### config.mk
export PLATFORM = sky130hd
export DESIGN_NAME = alt_ddr_input_deser
export DESIGN_NICKNAME = d
export VERILOG_FILES = /design/src/rtl/alt_ddr_pkg.sv /design/src/rtl/alt_ddr_capture_r.sv /design/src/rtl/alt_ddr_input_deser.sv
export SDC_FILE = /design/constraint.sdc
export NUM_CORES = 1
export LEC_CHECK = 0
export BUFFER_PORTS_ARGS = -buffer_cell sky130_fd_sc_hd__buf_2
export CAP_MARGIN = 20
export CORE_MARGIN = 5
export CORE_UTILIZATION = 51
export DETAILED_ROUTE_END_ITERATION = 16
export PLACE_DENSITY = 0.79
export SLEW_MARGIN = 20
export SYNTH_ARGS = -nofsm -noshare
export SYNTH_HDL_FRONTEND = slang
export SYNTH_HIERARCHICAL = 1
export SYNTH_SLANG_ARGS = --single-unit
### constraint.sdc
create_clock -name inclock -period 3 [get_ports inclock]
set_input_delay 0.3 -clock inclock [delete_from_list [all_inputs] [get_ports inclock]]
set_output_delay 0.3 -clock inclock [all_outputs]
set_load 0.03 [all_outputs]
### src/rtl/alt_ddr_pkg.sv
// Shared definitions for the DDR input deserialiser.
//   state_e   : alignment FSM states (IDLE, SEARCH, LOCKED)
//   OFS_W     : width of the beat offset (slip_offset)
//   RATIO_MAX : largest supported beats-per-word ratio
//   SLIP_SAT  : saturation value of the slip counter
package alt_ddr_pkg;

  typedef enum logic [1:0] {
    ST_IDLE   = 2'd0,
    ST_SEARCH = 2'd1,
    ST_LOCKED = 2'd2
  } state_e;

  localparam int         OFS_W     = 3;
  localparam int         RATIO_MAX = 8;
  localparam logic [7:0] SLIP_SAT  = 8'hFF;

endpackage

### src/rtl/alt_ddr_capture_r.sv
// Single-bit DDR capture cell.
//   clk_i   : capture clock, both edges used
//   rst_n_i : asynchronous active-low reset
//   d_i     : pad bit
//   l_o     : beat sampled on the falling edge, retimed to the rising edge
//   h_o     : beat sampled on the rising edge
// Within one rising-edge cycle, l_o is chronologically older than h_o.
module alt_ddr_capture_r
  import alt_ddr_pkg::*;
(
  input  logic clk_i,
  input  logic rst_n_i,
  input  logic d_i,
  output logic l_o,
  output logic h_o
);

  logic l_neg_q;
  logic l_q;
  logic h_q;

  always_ff @(negedge clk_i or negedge rst_n_i) begin
    if (!rst_n_i) l_neg_q <= 1'b0;
    else          l_neg_q <= d_i;
  end

  always_ff @(posedge clk_i or negedge rst_n_i) begin
    if (!rst_n_i) begin
      l_q <= 1'b0;
      h_q <= 1'b0;
    end else begin
      l_q <= l_neg_q;
      h_q <= d_i;
    end
  end

  assign l_o = l_q;
  assign h_o = h_q;

endmodule

### src/rtl/alt_ddr_input_deser.sv
// DDR input deserialiser with word alignment.
// Captures a PAD_WIDTH-bit DDR bus on both clock edges, assembles RATIO
// beats per word, and slides the word boundary one beat per mismatch until
// sync_word is matched LOCK_COUNT boundaries in a row.
// Ports:
//   inclock     : capture/system clock
//   rstn        : asynchronous active-low reset
//   datain      : DDR pad data
//   align_req   : one-cycle pulse, (re)start alignment
//   sync_word   : alignment pattern, first beat in LSB slice
//   dataout     : aligned word, first beat in LSB slice
//   dataout_vld : one-cycle strobe per word while locked
//   locked      : alignment achieved
//   slip_offset : current beat offset
//   slip_cnt    : saturating slip counter
//   dbg_state   : FSM state (state_e encoding)
// Build option: ALT_DDR_DESER_SLIP_CNT_EN builds the slip counter; without
// it slip_cnt reads 0.
// Handshake: dataout is meaningful only in the cycle dataout_vld is high;
// there is no back-pressure.
module alt_ddr_input_deser
  import alt_ddr_pkg::*;
#(
  parameter int PAD_WIDTH  = 8,
  parameter int RATIO      = 4,
  parameter int LOCK_COUNT = 4
) (
  input  logic                         inclock,
  input  logic                         rstn,
  input  logic [PAD_WIDTH-1:0]         datain,
  input  logic                         align_req,
  input  logic [PAD_WIDTH*RATIO-1:0]   sync_word,
  output logic [PAD_WIDTH*RATIO-1:0]   dataout,
  output logic                         dataout_vld,
  output logic                         locked,
  output logic [2:0]                   slip_offset,
  output logic [7:0]                   slip_cnt,
  output logic [1:0]                   dbg_state
);

  localparam int WW   = PAD_WIDTH * RATIO;
  localparam int HW   = 2 * WW;
  localparam int HALF = RATIO / 2;
  localparam int PH_W = (HALF > 1) ? $clog2(HALF) : 1;

  logic [PAD_WIDTH-1:0] beat_l;
  logic [PAD_WIDTH-1:0] beat_h;

  for (genvar g = 0; g < PAD_WIDTH; g++) begin : g_cap
    alt_ddr_capture_r u_cap (
      .clk_i   (inclock),
      .rst_n_i (rstn),
      .d_i     (datain[g]),
      .l_o     (beat_l[g]),
      .h_o     (beat_h[g])
    );
  end

  // History: slice 2*RATIO-1 is the newest beat, slice 0 the oldest.
  logic [HW-1:0] hist_q;
  logic [HW-1:0] hist_d;
  assign hist_d = {beat_h, beat_l, hist_q[HW-1:2*PAD_WIDTH]};

  logic [PH_W-1:0] phase_q;
  logic            boundary;
  assign boundary = (phase_q == PH_W'(HALF - 1));

  always_ff @(posedge inclock or negedge rstn) begin
    if (!rstn) begin
      hist_q  <= '0;
      phase_q <= '0;
    end else begin
      hist_q  <= hist_d;
      phase_q <= boundary ? '0 : phase_q + PH_W'(1);
    end
  end

  // Candidate word: the upper half of history (newest RATIO beats) at
  // offset 0; each offset step moves the window one beat older.
  state_e           state_q;
  logic [OFS_W-1:0] ofs_q;
  logic [3:0]       match_q;
  logic [WW-1:0]    cand;
  logic             cand_match;
  logic [OFS_W-1:0] ofs_next;

  always_comb begin
    cand = hist_q[WW +: WW];
    for (int k = 1; k < RATIO; k++) begin
      if (ofs_q == OFS_W'(k)) cand = hist_q[(RATIO - k) * PAD_WIDTH +: WW];
    end
  end

  assign cand_match = (cand == sync_word);
  assign ofs_next   = (ofs_q == OFS_W'(RATIO - 1)) ? '0 : ofs_q + OFS_W'(1);

  logic [WW-1:0] dout_q;
  logic          vld_q;
  logic          locked_q;

  always_ff @(posedge inclock or negedge rstn) begin
    if (!rstn) begin
      state_q  <= ST_IDLE;
      ofs_q    <= '0;
      match_q  <= '0;
      dout_q   <= '0;
      vld_q    <= 1'b0;
      locked_q <= 1'b0;
    end else begin
      vld_q <= 1'b0;
      // align_req takes priority over any compare in the same cycle.
      if (align_req) begin
        state_q  <= ST_SEARCH;
        ofs_q    <= '0;
        match_q  <= '0;
        locked_q <= 1'b0;
      end else if (boundary) begin
        case (state_q)
          ST_SEARCH: begin
            if (cand_match) begin
              if (match_q == 4'(LOCK_COUNT - 1)) begin
                state_q  <= ST_LOCKED;
                locked_q <= 1'b1;
                dout_q   <= cand;
                vld_q    <= 1'b1;
              end
              match_q <= match_q + 4'd1;
            end else begin
              match_q <= '0;
              ofs_q   <= ofs_next;
            end
          end
          ST_LOCKED: begin
            dout_q <= cand;
            vld_q  <= 1'b1;
          end
          default: ;
        endcase
      end
    end
  end

`ifdef ALT_DDR_DESER_SLIP_CNT_EN
  logic [7:0] slip_q;
  logic       slip_evt;
  assign slip_evt = (state_q == ST_SEARCH) && boundary && !align_req && !cand_match;

  always_ff @(posedge inclock or negedge rstn) begin
    if (!rstn)                              slip_q <= '0;
    else if (align_req)                     slip_q <= '0;
    else if (slip_evt && slip_q != SLIP_SAT) slip_q <= slip_q + 8'd1;
  end

  assign slip_cnt = slip_q;
`else
  assign slip_cnt = 8'd0;
`endif

  assign dataout     = dout_q;
  assign dataout_vld = vld_q;
  assign locked      = locked_q;
  assign slip_offset = ofs_q;
  assign dbg_state   = state_q;

endmodule

== Word level (Yosys, flattened, before mapping) ==
Cells that the tools add are included.
Word-level totals
  bits in registers: 132
  latch bits: 0
  memory bits (writable): 0
  bits in read-only memories: 0
  input port bits: 43
  logic and storage cells: 86
  memories: 0
Cells by class
  $add $sub $neg: 3
  $mul: 0
  div/mod/pow operators: 0
  order comparisons: 0
  equal/unequal tests: 10
  shifts and indexed selects: 0
  muxes and demuxes: 31
  bitwise gates (word level): 1
  reduce and logical (&&, ||, !) cells: 9
Operators with widths (number)
  32-bit 2-to-1 mux: 5
  32-bit one-hot mux with 2 select lines: 1
  32-bit equality test: 1
  4-bit 2-to-1 mux: 4
  3-bit 2-to-1 mux: 5
  1-bit 2-to-1 mux: 10
  2-bit 2-to-1 mux: 5
  2-bit nonzero test: 5
  3-bit by 2-bit equality test with 1-bit output, second input constant: 2
  2-bit != test, second input constant: 3
  5-bit AND reduction: 1
  4-bit by 1-bit adder with 4-bit output, second input constant: 1
  4-bit by 2-bit equality test with 1-bit output, second input constant: 1
  4-bit AND reduction: 1
  3-bit by 1-bit adder with 3-bit output, second input constant: 1
  3-bit by 1-bit equality test with 1-bit output, second input constant: 1
  3-bit AND reduction: 1
  2-bit by 1-bit equality test with 1-bit output, second input constant: 1
  2-bit equality test, second input constant: 1
  1-bit one-hot mux with 2 select lines: 1
  2-bit AND reduction: 1
  1-bit adder, second input constant: 1
  1-bit NOT: 1

== Logic depth before layout (Yosys ltp) ==
Gate-level depths: netlist of the first run.
  word-level depth: 9
  gate-level depth with buffers: 16
  depth with buffers taken out: 11

== Modules after synthesis ==
Netlist of the first run, hierarchy kept.
By module, submodules not included
  alt_ddr_input_deser: times used 1, cells an instance 496, area an instance 5206.2 µm², sequential area each 2477.4 µm²
  alt_ddr_capture_r: times used 8, cells an instance 3, area an instance 75.1 µm², sequential area each 75.1 µm²

==> reports/qor.csv, run 1 <==
metric,value,unit
Layout Nets,765,
WHS Path Cells,2,
Port Buffer Count,81,
Synth area leader,dfrtp_1,
P per Cell Area,539,mW/mm²
#FFs+latches synth,123,
total iterations of the first detailed-routing run,5,
final hold slack,0.218,ns
Reg2Reg Depth,13,
run status,"complete, but fails checks",
Post-Syn Area,0.00581,mm²
most common cell in the netlist,dfrtp_1,
CTS Buf Count,17,
Hold EP,dbg_state[1]$_DFFE_PN0P_,
Fmax achieved,0.294,GHz
root buf cell,clkbuf_16,
Max Cap Viol,0,
RR Startpoint,slip_offset[0]$_DFFE_PN0P_,
Peak VDD IR,0.000499,V
final WL,18200,µm
Initial DRC Count,481,
Routed Antenna Nets,0,
H-tree depth,4,
Leak Pwr,4.04,nW
commonest cells in the netlist,"dfrtp_1, nand2_1, inv_1, nand2b_1, o21ai_0",
die width,117,µm
Sink Count,123,
routed length per placed instance,20.8,µm
"slowest stage cell, crit path",dfrtp_2,
final cell count without fillers,872,
"EDFF count, synth",0,
top_reg_cell synth,dfrtp_1,
synth unique cells,59,
crit path launch type,flip-flop,
worst min-delay path category,input port to flip-flop,
Syn Area/Cell,11.2,µm²
final setup violation count,42,
failing checks,negative setup slack,
drt drc,0,
Crit Path Class,flip-flop to flip-flop,
largest delay contributor family on the critical path,simple AND/OR/NAND/NOR gates,
Syn-to-layout area delta,43.7,%
final count of hold timing violations,0,
initial core utilization,51.5,%
"Async S/R FF share, synth",100,%
fin crit period,3.40,ns
setup repair after global routing missed its margin,true,
slowest cell delay on critical path,0.41,ns
CTS tree,yes,
Worst EP required,3.30,ns
"Reg clk slew, reported paths",0.06,ns
# placed instances,802,
post-synthesis sequential area ratio,53.0,%
CP Data Arrival Time,3.70,ns
top-area cell type share of the netlist area,49.6,%
post-DP HPWL,11200,µm
Syn Inst Count,520,
initial antenna violation count,0,
aggregate global routing overflow,0,
ant diodes,0,
pin count of the biggest net entering global routing,40,
DIE HEIGHT,117,µm
final worst-path cycle share,113,%
r2r endpoint,dataout[0]$_DFFE_PN0P_,
Tot GR Track Use,27.1,%
Clock Path Buffers,2,
Yosys Warn Count,6,
first-pass GRT wire length,27600,µm
worst-path cell chain,buf_6 -> ha_4 -> bufbuf_16 -> nand2b_1 -> a21o_1 -> a32oi_2 -> xnor2_1 -> nor4_2 -> and3_4 -> and4_4 -> a21oi_4 -> clkbuf_16 -> mux2_4,
Area contributors post-synth,"dfrtp_1, a221o_1, mux2i_1",
Worst setup EP type,flip-flop,
Fillers,712,
Vias/cell,5.87,
WP buf/inv,3,
Die ar.,0.0136,mm²
via count,5118,
final worst slack,-0.404,ns
worst reg2reg setup slack,-0.40,ns
layout cells sized above 1,42.4,%
core area,0.0113,mm²
crit path max fanout,13,
Clock Latency Late Sink,0.42,ns
vias in the first global route,5179,
routability cong.,0.876,
Slew Limit Fails,0,
final setup skew,0.0261,ns
I/O pin cnt,90,
Rows,39,
hold path start,align_req,
[cell type report]
cell class                 count  area, µm²  area share, %
clock buffer                  25        505           6.06
clock inverter                 7       62.6          0.750
inverter                      30        113           1.35
multi-input combinational    334       2800           33.6
sequential                   123       3080           36.9
tap                          143        179           2.14
timing repair buffer         210       1600           19.2
[sequential cells by signal, summed over array words and instances, names as in the netlist]
signal / flops
boundary: 1
dataout: 32
dataout_vld: 1
dbg_state: 2
g_cap.u_cap/h_o: 8
g_cap.u_cap/l_neg_q: 8
g_cap.u_cap/l_o: 8
hist_q: 56
match_q: 4
slip_offset: 3
[metal layers]
metal	track usage (%)	up-vias	share of wire, %
li1	-	2261	-
met1	34.4	2541	40
met2	44.6	272	50
met3	8.03	44	7.4
met4	8.87	0	2.8
met5	0	-	0
[cell usage in the layout (no fill, tap or decap), drive strengths merged, types with 4 or more instances in the layout]
master / synthesis / layout
a21o: 14 / 14
a21oi: 23 / 23
a221o: 21 / 21
a221oi: 6 / 6
a32oi: 18 / 18
buf: 26 / 198
clkbuf: 14 / 27
clkinv: 0 / 5
conb: 1 / 8
dfrtn: 8 / 8
dfrtp: 115 / 115
dlygate4sd3: 0 / 9
ha: 6 / 6
inv: 30 / 30
mux2: 13 / 13
mux2i: 21 / 21
nand2: 33 / 33
nand2b: 24 / 24
nand3: 7 / 7
nor2: 21 / 21
nor2b: 12 / 12
nor4: 8 / 8
o211ai: 4 / 4
o21ai: 24 / 24
xnor2: 17 / 17
xor2: 7 / 7
[logic make-up after synthesis]
logic type	Yosys count	synth area share, %
adder cells (fa/ha/maj)	6	1.29
XOR/XNOR	24	3.62
other	1	0.0646
flip-flops	123	53.0
AO/OA/AOI/OAI	134	17.4
multiplexers	34	6.85
AND/OR/NAND/NOR	128	11.7
buffers and inverters	70	6.01
[worst max-delay path by stage]
| stage | startpoint | to | slack [ns] | cells after the start |
|---|---|---|---|---|
| 3_5_place_dp | slip_offset[0]$_DFFE_PN0P_ | dataout[20]$_DFFE_PN0P_ | -0.67 | 14 |
| 3_3_place_gp | slip_offset[0]$_DFFE_PN0P_ | dataout[21]$_DFFE_PN0P_ | -0.55 | 14 |
| 2_1_floorplan | slip_offset[1]$_DFFE_PN0P_ | dataout[0]$_DFFE_PN0P_ | -0.22 | 16 |
| 6_report | slip_offset[0]$_DFFE_PN0P_ | dataout[0]$_DFFE_PN0P_ | -0.40 | 13 |
| 5_1_grt | slip_offset[0]$_DFFE_PN0P_ | dataout[0]$_DFFE_PN0P_ | -0.46 | 13 |
| 4_1_cts | slip_offset[0]$_DFFE_PN0P_ | dataout[25]$_DFFE_PN0P_ | -0.28 | 14 |
[power breakdown]
part           total, mW  switching [mW]  internal, mW
clock               1.96           0.715          1.24
sequential          1.81          0.0639          1.75
combinational      0.731           0.403         0.328
[timing repair]
| item | in CTS | in global routing |
|---|---|---|
| hold buffers | 8 | 1 |
| resized for setup | 46 | 41 |
| hold endpoints to repair | 34 | 1 |
| pin swaps | 23 | 11 |
| setup buffers | 19 | 9 |
| gates cloned | 2 | 1 |
| setup endpoints to repair | 42 | 42 |
[per-stage QoR]
step | worst slack, ns | setup TNS (ns) | total power, mW | utilization, % | cell area [µm²]
floorplan | -0.219 | -4.12 | 2.17 | - | 5890
global placement | -0.546 | -17.27 | 2.42 | 61.8 | 6970
detailed placement | -0.674 | -20.85 | 2.44 | 61.8 | 6970
CTS | -0.281 | -8.27 | 4.46 | 71.6 | 8070
global route | -0.459 | -16.56 | 4.64 | 74.0 | 8340
finish | -0.404 | -13.75 | 4.50 | 74.0 | 8340
No activity file was read; power rests on OpenSTA's default activity.
==> run 2: changes to the inputs <==
==> constraint.sdc (replaced) <==
create_clock -name inclock -period 3.1 [get_ports inclock]
set_input_delay 0.31 -clock inclock [delete_from_list [all_inputs] [get_ports inclock]]
set_output_delay 0.31 -clock inclock [all_outputs]
set_load 0.03 [all_outputs]
==> reports/qor.csv, run 2 (synthesis results as in run 1) <==
metric,value,unit
Worst setup EP type,flip-flop,
Vias/cell,5.78,
Clock Latency Late Sink,0.41,ns
"leading cell type in the layout, fill and taps excluded",dfrtp_1,
CP Data Arrival Time,3.78,ns
"Reg clk slew, reported paths",0.05,ns
final count of hold timing violations,0,
total iterations of the first detailed-routing run,5,
most frequent cells in the layout,"dfrtp_1, buf_2, buf_4",
Sequential Area,0.00308,mm²
aggregate global routing overflow,0,
crit path launch type,flip-flop,
layout cells sized above 1,39.9,%
Port Buffer Count,81,
Slew Limit Fails,0,
setup repair after global routing missed its margin,true,
r2r endpoint,dataout[28]$_DFFE_PN0P_,
initial core utilization,51.5,%
first-pass GRT wire length,26000,µm
initial antenna violation count,0,
WP buf/inv,5,
final setup skew,0.0265,ns
Fmax achieved,0.287,GHz
post-DP HPWL,11000,µm
drt drc,0,
fin crit period,3.49,ns
worst-path cell chain,buf_6 -> ha_4 -> nor2b_4 -> buf_12 -> buf_4 -> a221o_1 -> a32oi_2 -> xnor2_1 -> nor4_2 -> and3_4 -> and4_4 -> a21oi_4 -> buf_12 -> buf_12 -> mux2_4,
Die ar.,0.0136,mm²
P per Cell Area,559,mW/mm²
RR Startpoint,slip_offset[0]$_DFFE_PN0P_,
Syn-to-layout area delta,39.3,%
Reg2Reg Depth,15,
Hold EP,g_cap[3].u_cap/h_o$_DFF_PN0_,
run status,"complete, but fails checks",
Max Cap Viol,0,
Fillers,749,
flip-flop count of the largest register after layout,56,
crit path max fanout,7,
CTS Buf Count,17,
Peak VDD IR,0.000635,V
worst min-delay path category,input port to flip-flop,
Initial DRC Count,360,
Tot GR Track Use,25.1,%
routed length per placed instance,19.9,µm
Critical Path Most Common Cell,buf_12,
Worst EP required,3.40,ns
final worst slack,-0.386,ns
"slowest stage cell, crit path",dfrtp_2,
H-tree depth,4,
Setup TNS,-11.23,ns
area of the multi-input gates,0.00270,mm²
die width,117,µm
Layout Nets,741,
vias in the first global route,4904,
Total Power,4.52,mW
I/O pin cnt,90,
Clock Path Buffers,2,
WHS Path Cells,1,
CTS tree,yes,
Rows,39,
failing checks,negative setup slack,
# placed instances,791,
Routed Antenna Nets,0,
ant diodes,0,
root buf cell,clkbuf_16,
Leak Pwr,3.93,nW
Biggest register,hist_q,
DIE HEIGHT,117,µm
Sink Count,123,
final WL,16800,µm
hold path start,datain[3],
pin count of the biggest net entering global routing,39,
final worst-path cycle share,112,%
worst reg2reg setup slack,-0.39,ns
final setup violation count,40,
Crit Path Class,flip-flop to flip-flop,
final cell count without fillers,848,
core area,0.0113,mm²
final hold slack,0.0130,ns
via count,4902,
slowest cell delay on critical path,0.46,ns
routability cong.,0.896,
Critical Path Source,slip_offset[0]$_DFFE_PN0P_,
largest delay contributor family on the critical path,simple AND/OR/NAND/NOR gates,
==> run 2: cell types whose count changed in the layout (fill, tap and decap cells not counted), moves of 3 or more <==
| cell | delta |
|---|---|
| dlygate4sd3_1 | -8 |
| o21ai_0 | +3 |
| xnor2_1 | +5 |
| xnor2_2 | -5 |
| buf_4 | -18 |
| a32oi_1 | +3 |
| bufinv_16 | +3 |
| mux2i_2 | -3 |
| a32oi_2 | -3 |
| buf_6 | +3 |
| mux2i_1 | +3 |
==> run 2: cell type report <==
cell class	count	area share, %
multi-input cells	334	33.4
repair buffers	186	17.0
flip-flops and latches	123	38.1
clock inverters	11	2.06
well taps	143	2.21
inverters	30	1.42
clock buffers	21	5.82
==> run 2: worst max path at each step <==
| stage | cells past startpoint | to |
|---|---|---|
| after floorplan | 16 | dataout[0]$_DFFE_PN0P_ |
| after global placement | 14 | dataout[13]$_DFFE_PN0P_ |
| after detailed placement | 14 | dataout[5]$_DFFE_PN0P_ |
| after CTS | 16 | dataout[28]$_DFFE_PN0P_ |
| after global routing | 15 | dataout[26]$_DFFE_PN0P_ |
| final | 15 | dataout[28]$_DFFE_PN0P_ |
==> run 2: where the power goes <==
part | switching [mW] | internal (mW) | total (mW)
Clock | 0.718 | 1.41 | 2.12
Sequential | 0.0629 | 1.69 | 1.76
Combinational | 0.360 | 0.280 | 0.640
Total | 1.14 | 3.38 | 4.52
==> run 2: worst reg2reg max path, delay by kind of cell (launching register included) <==
family,cells,cell delay [ns]
fa+ha+maj,1,0.15
compound gates,3,0.68
simple gates,4,0.97
flops,1,0.46
buf+inv,5,0.72
xor+xnor,1,0.11
mux,1,0.30
==> run 2: timing repair <==
action	4_1_cts	5_1_grt
hold endpoints to repair	28	0
endpoints found under the setup margin	41	42
resized for setup	54	24
pin swaps	19	19
cloned	1	0
setup buffers	18	10
hold buffers	1	0
==> run 2: metrics by stage <==
stage / utilization [%] / worst slack (ns) / cell area [µm²]
4_1_cts: 70.5 / -0.321 / 7950
3_3_place_gp: 60.9 / -0.527 / 6860
6_report: 71.7 / -0.386 / 8090
3_5_place_dp: 60.9 / -0.650 / 6860
2_1_floorplan: - / -0.119 / 5890
5_1_grt: 71.7 / -0.488 / 8090
==> run 2: routing by layer <==
layer | GRT usage, % | vias to the layer above | part of all wire [%]
met2 | 40.4 | 224 | 49
met3 | 6.22 | 30 | 7.3
met4 | 7.26 | 0 | 1.7
met1 | 33.9 | 2446 | 42
met5 | 0 | - | 0
li1 | - | 2202 | -
==> run 3: changes to the inputs <==
--- a/config.mk
+++ b/config.mk
@@ -8,10 +8,10 @@
 export BUFFER_PORTS_ARGS = -buffer_cell sky130_fd_sc_hd__buf_2
 export CAP_MARGIN = 20
 export CORE_MARGIN = 5
-export CORE_UTILIZATION = 51
+export CORE_UTILIZATION = 57
 export DETAILED_ROUTE_END_ITERATION = 16
-export PLACE_DENSITY = 0.79
-export SLEW_MARGIN = 20
+export PLACE_DENSITY = 0.83
+export SLEW_MARGIN = 10
 export SYNTH_ARGS = -nofsm -noshare
 export SYNTH_HDL_FRONTEND = slang
 export SYNTH_HIERARCHICAL = 1
==> constraint.sdc (replaced) <==
create_clock -name inclock -period 3.8 [get_ports inclock]
set_input_delay 0.38 -clock inclock [delete_from_list [all_inputs] [get_ports inclock]]
set_output_delay 0.38 -clock inclock [all_outputs]
set_load 0.03 [all_outputs]
==> reports/qor.csv, run 3 (synthesis results as in run 1) <==
metric,value,unit
initial antenna violation count,0,
Tot GR Track Use,24.7,%
pin count of the biggest net entering global routing,74,
via count,4627,
setup repair after global routing missed its margin,false,
"Setup Fix Bufs, Post-CTS",0,
DIE HEIGHT,111,µm
final setup violation count,0,
Rows,36,
final worst slack,0.107,ns
DP Worst Slack,-0.140,ns
worst reg2reg setup slack,0.11,ns
Die ar.,0.0123,mm²
r2r endpoint,dataout[25]$_DFFE_PN0P_,
final count of hold timing violations,0,
# placed instances,725,
most frequent cells in the layout,"dfrtp_1, buf_2, nand2_1",
Clock Latency Late Sink,0.52,ns
Reg2Reg Depth,13,
RR Startpoint,slip_offset[0]$_DFFE_PN0P_,
layout cells sized above 1,26.4,%
ant diodes,0,
die width,111,µm
final setup skew,0.0700,ns
final worst-path cycle share,97.2,%
Crit Path Class,flip-flop to flip-flop,
first-pass GRT wire length,24400,µm
Clock Path Buffers,2,
final cell count without fillers,769,
CTS Buf Count,17,
initial core utilization,58.9,%
worst min-delay path category,input port to flip-flop,
Sink Count,123,
Worst setup EP type,flip-flop,
WHS Path Cells,2,
Routed Antenna Nets,0,
flip-flop count of the largest register after layout,56,
core area,0.00986,mm²
post-DP HPWL,10000,µm
Leak Pwr,3.43,nW
crit path launch type,flip-flop,
crit path max fanout,21,
final hold slack,0.167,ns
Peak VDD IR,0.000435,V
Initial DRC Count,402,
Total Power,3.26,mW
CTS tree,yes,
total iterations of the first detailed-routing run,5,
Critical Path Source,slip_offset[0]$_DFFE_PN0P_,
routed length per placed instance,19.7,µm
Slew HR,22.0,%
Fmax achieved,0.271,GHz
final WL,15200,µm
Layout Nets,672,
Slew Limit Fails,0,
H-tree depth,4,
Hold EP,match_q[2]$_DFFE_PN0P_,
Max Cap Viol,0,
vias in the first global route,4695,
Syn-to-layout area delta,22.5,%
drt drc,0,
fin crit period,3.69,ns
P per Cell Area,458,mW/mm²
aggregate global routing overflow,0,
Worst EP required,4.20,ns
Port Buffer Count,81,
root buf cell,clkbuf_8,
"Reg clk slew, reported paths",0.06,ns
Vias/cell,6.02,
actual slew at the worst max-slew pin,1.16,ns
Biggest register,hist_q,
hold path start,align_req,
routability cong.,0.895,
run status,finished clean,
CP Data Arrival Time,4.09,ns
"leading cell type in the layout, fill and taps excluded",dfrtp_1,
I/O pin cnt,90,
## run 3: cell count changes in the layout (fill, tap and decap cells not counted), sizes merged, moves of 4 or more
cell,delta
bufinv,-4
buf,-78
clkinv,+4
dlygate4sd3,+8
## run 3: final cells by class
class	count	area, µm²
multi-input combinational	336	2500
tap	133	166
inverter	30	113
sequential	123	3080
clock inverter	13	98.8
timing repair buffer	115	727
clock buffer	19	422
fill	685	2750
## run 3: worst max-delay path, stage by stage, from the launching register on
cell,delay (ns)
dfrtp_2,0.45
inv_1,0.11
ha_2,0.25
buf_6,0.22
buf_4,0.21
a221oi_2,0.10
o211ai_1,0.17
o41ai_1,0.09
or4_1,0.58
nor4_4,0.34
buf_4,0.16
and4_4,0.29
a21oi_4,0.18
mux2_4,0.40
## run 3: power by group
part / total [mW] / switching (mW) / internal [mW]
combinational: 0.425 / 0.259 / 0.166
sequential: 1.43 / 0.0513 / 1.38
clock: 1.40 / 0.598 / 0.804
## run 3: how the worst max path moves through the flow
stage	to	cells after the start
detailed placement	dataout[10]$_DFFE_PN0P_	14
global placement	dataout[10]$_DFFE_PN0P_	12
global route	dataout[29]$_DFFE_PN0P_	13
finish	dataout[25]$_DFFE_PN0P_	13
floorplan	dataout[0]$_DFFE_PN0P_	16
CTS	dataout[10]$_DFFE_PN0P_	13
## run 3: metal layers
metal	GRT usage, %	wire length, µm	vias to the layer above
met5	0	0	-
met4	9.61	436	0
met3	7.75	1430	45
met2	37.5	6990	256
met1	33.1	6300	2254
li1	-	-	2072
## run 3: stage by stage
step | TNS [ns] | util (%) | area, µm²
after CTS | 0 | 71.5 | 7060
after detailed placement | -2.98 | 64.8 | 6390
after global placement | -1.87 | 64.8 | 6390
after global routing | 0 | 72.1 | 7110
final | 0 | 72.1 | 7110
after floorplan | 0 | - | 5830
## run 3: repair_timing
| item | CTS | global route |
|---|---|---|
| endpoints found under the hold margin | 50 | 0 |
| hold buffers | 9 | 0 |
| resized for setup | 7 | 8 |
| pin swaps | 1 | 1 |
| setup endpoints to repair | 33 | 38 |
| gates cloned | 1 | 1 |
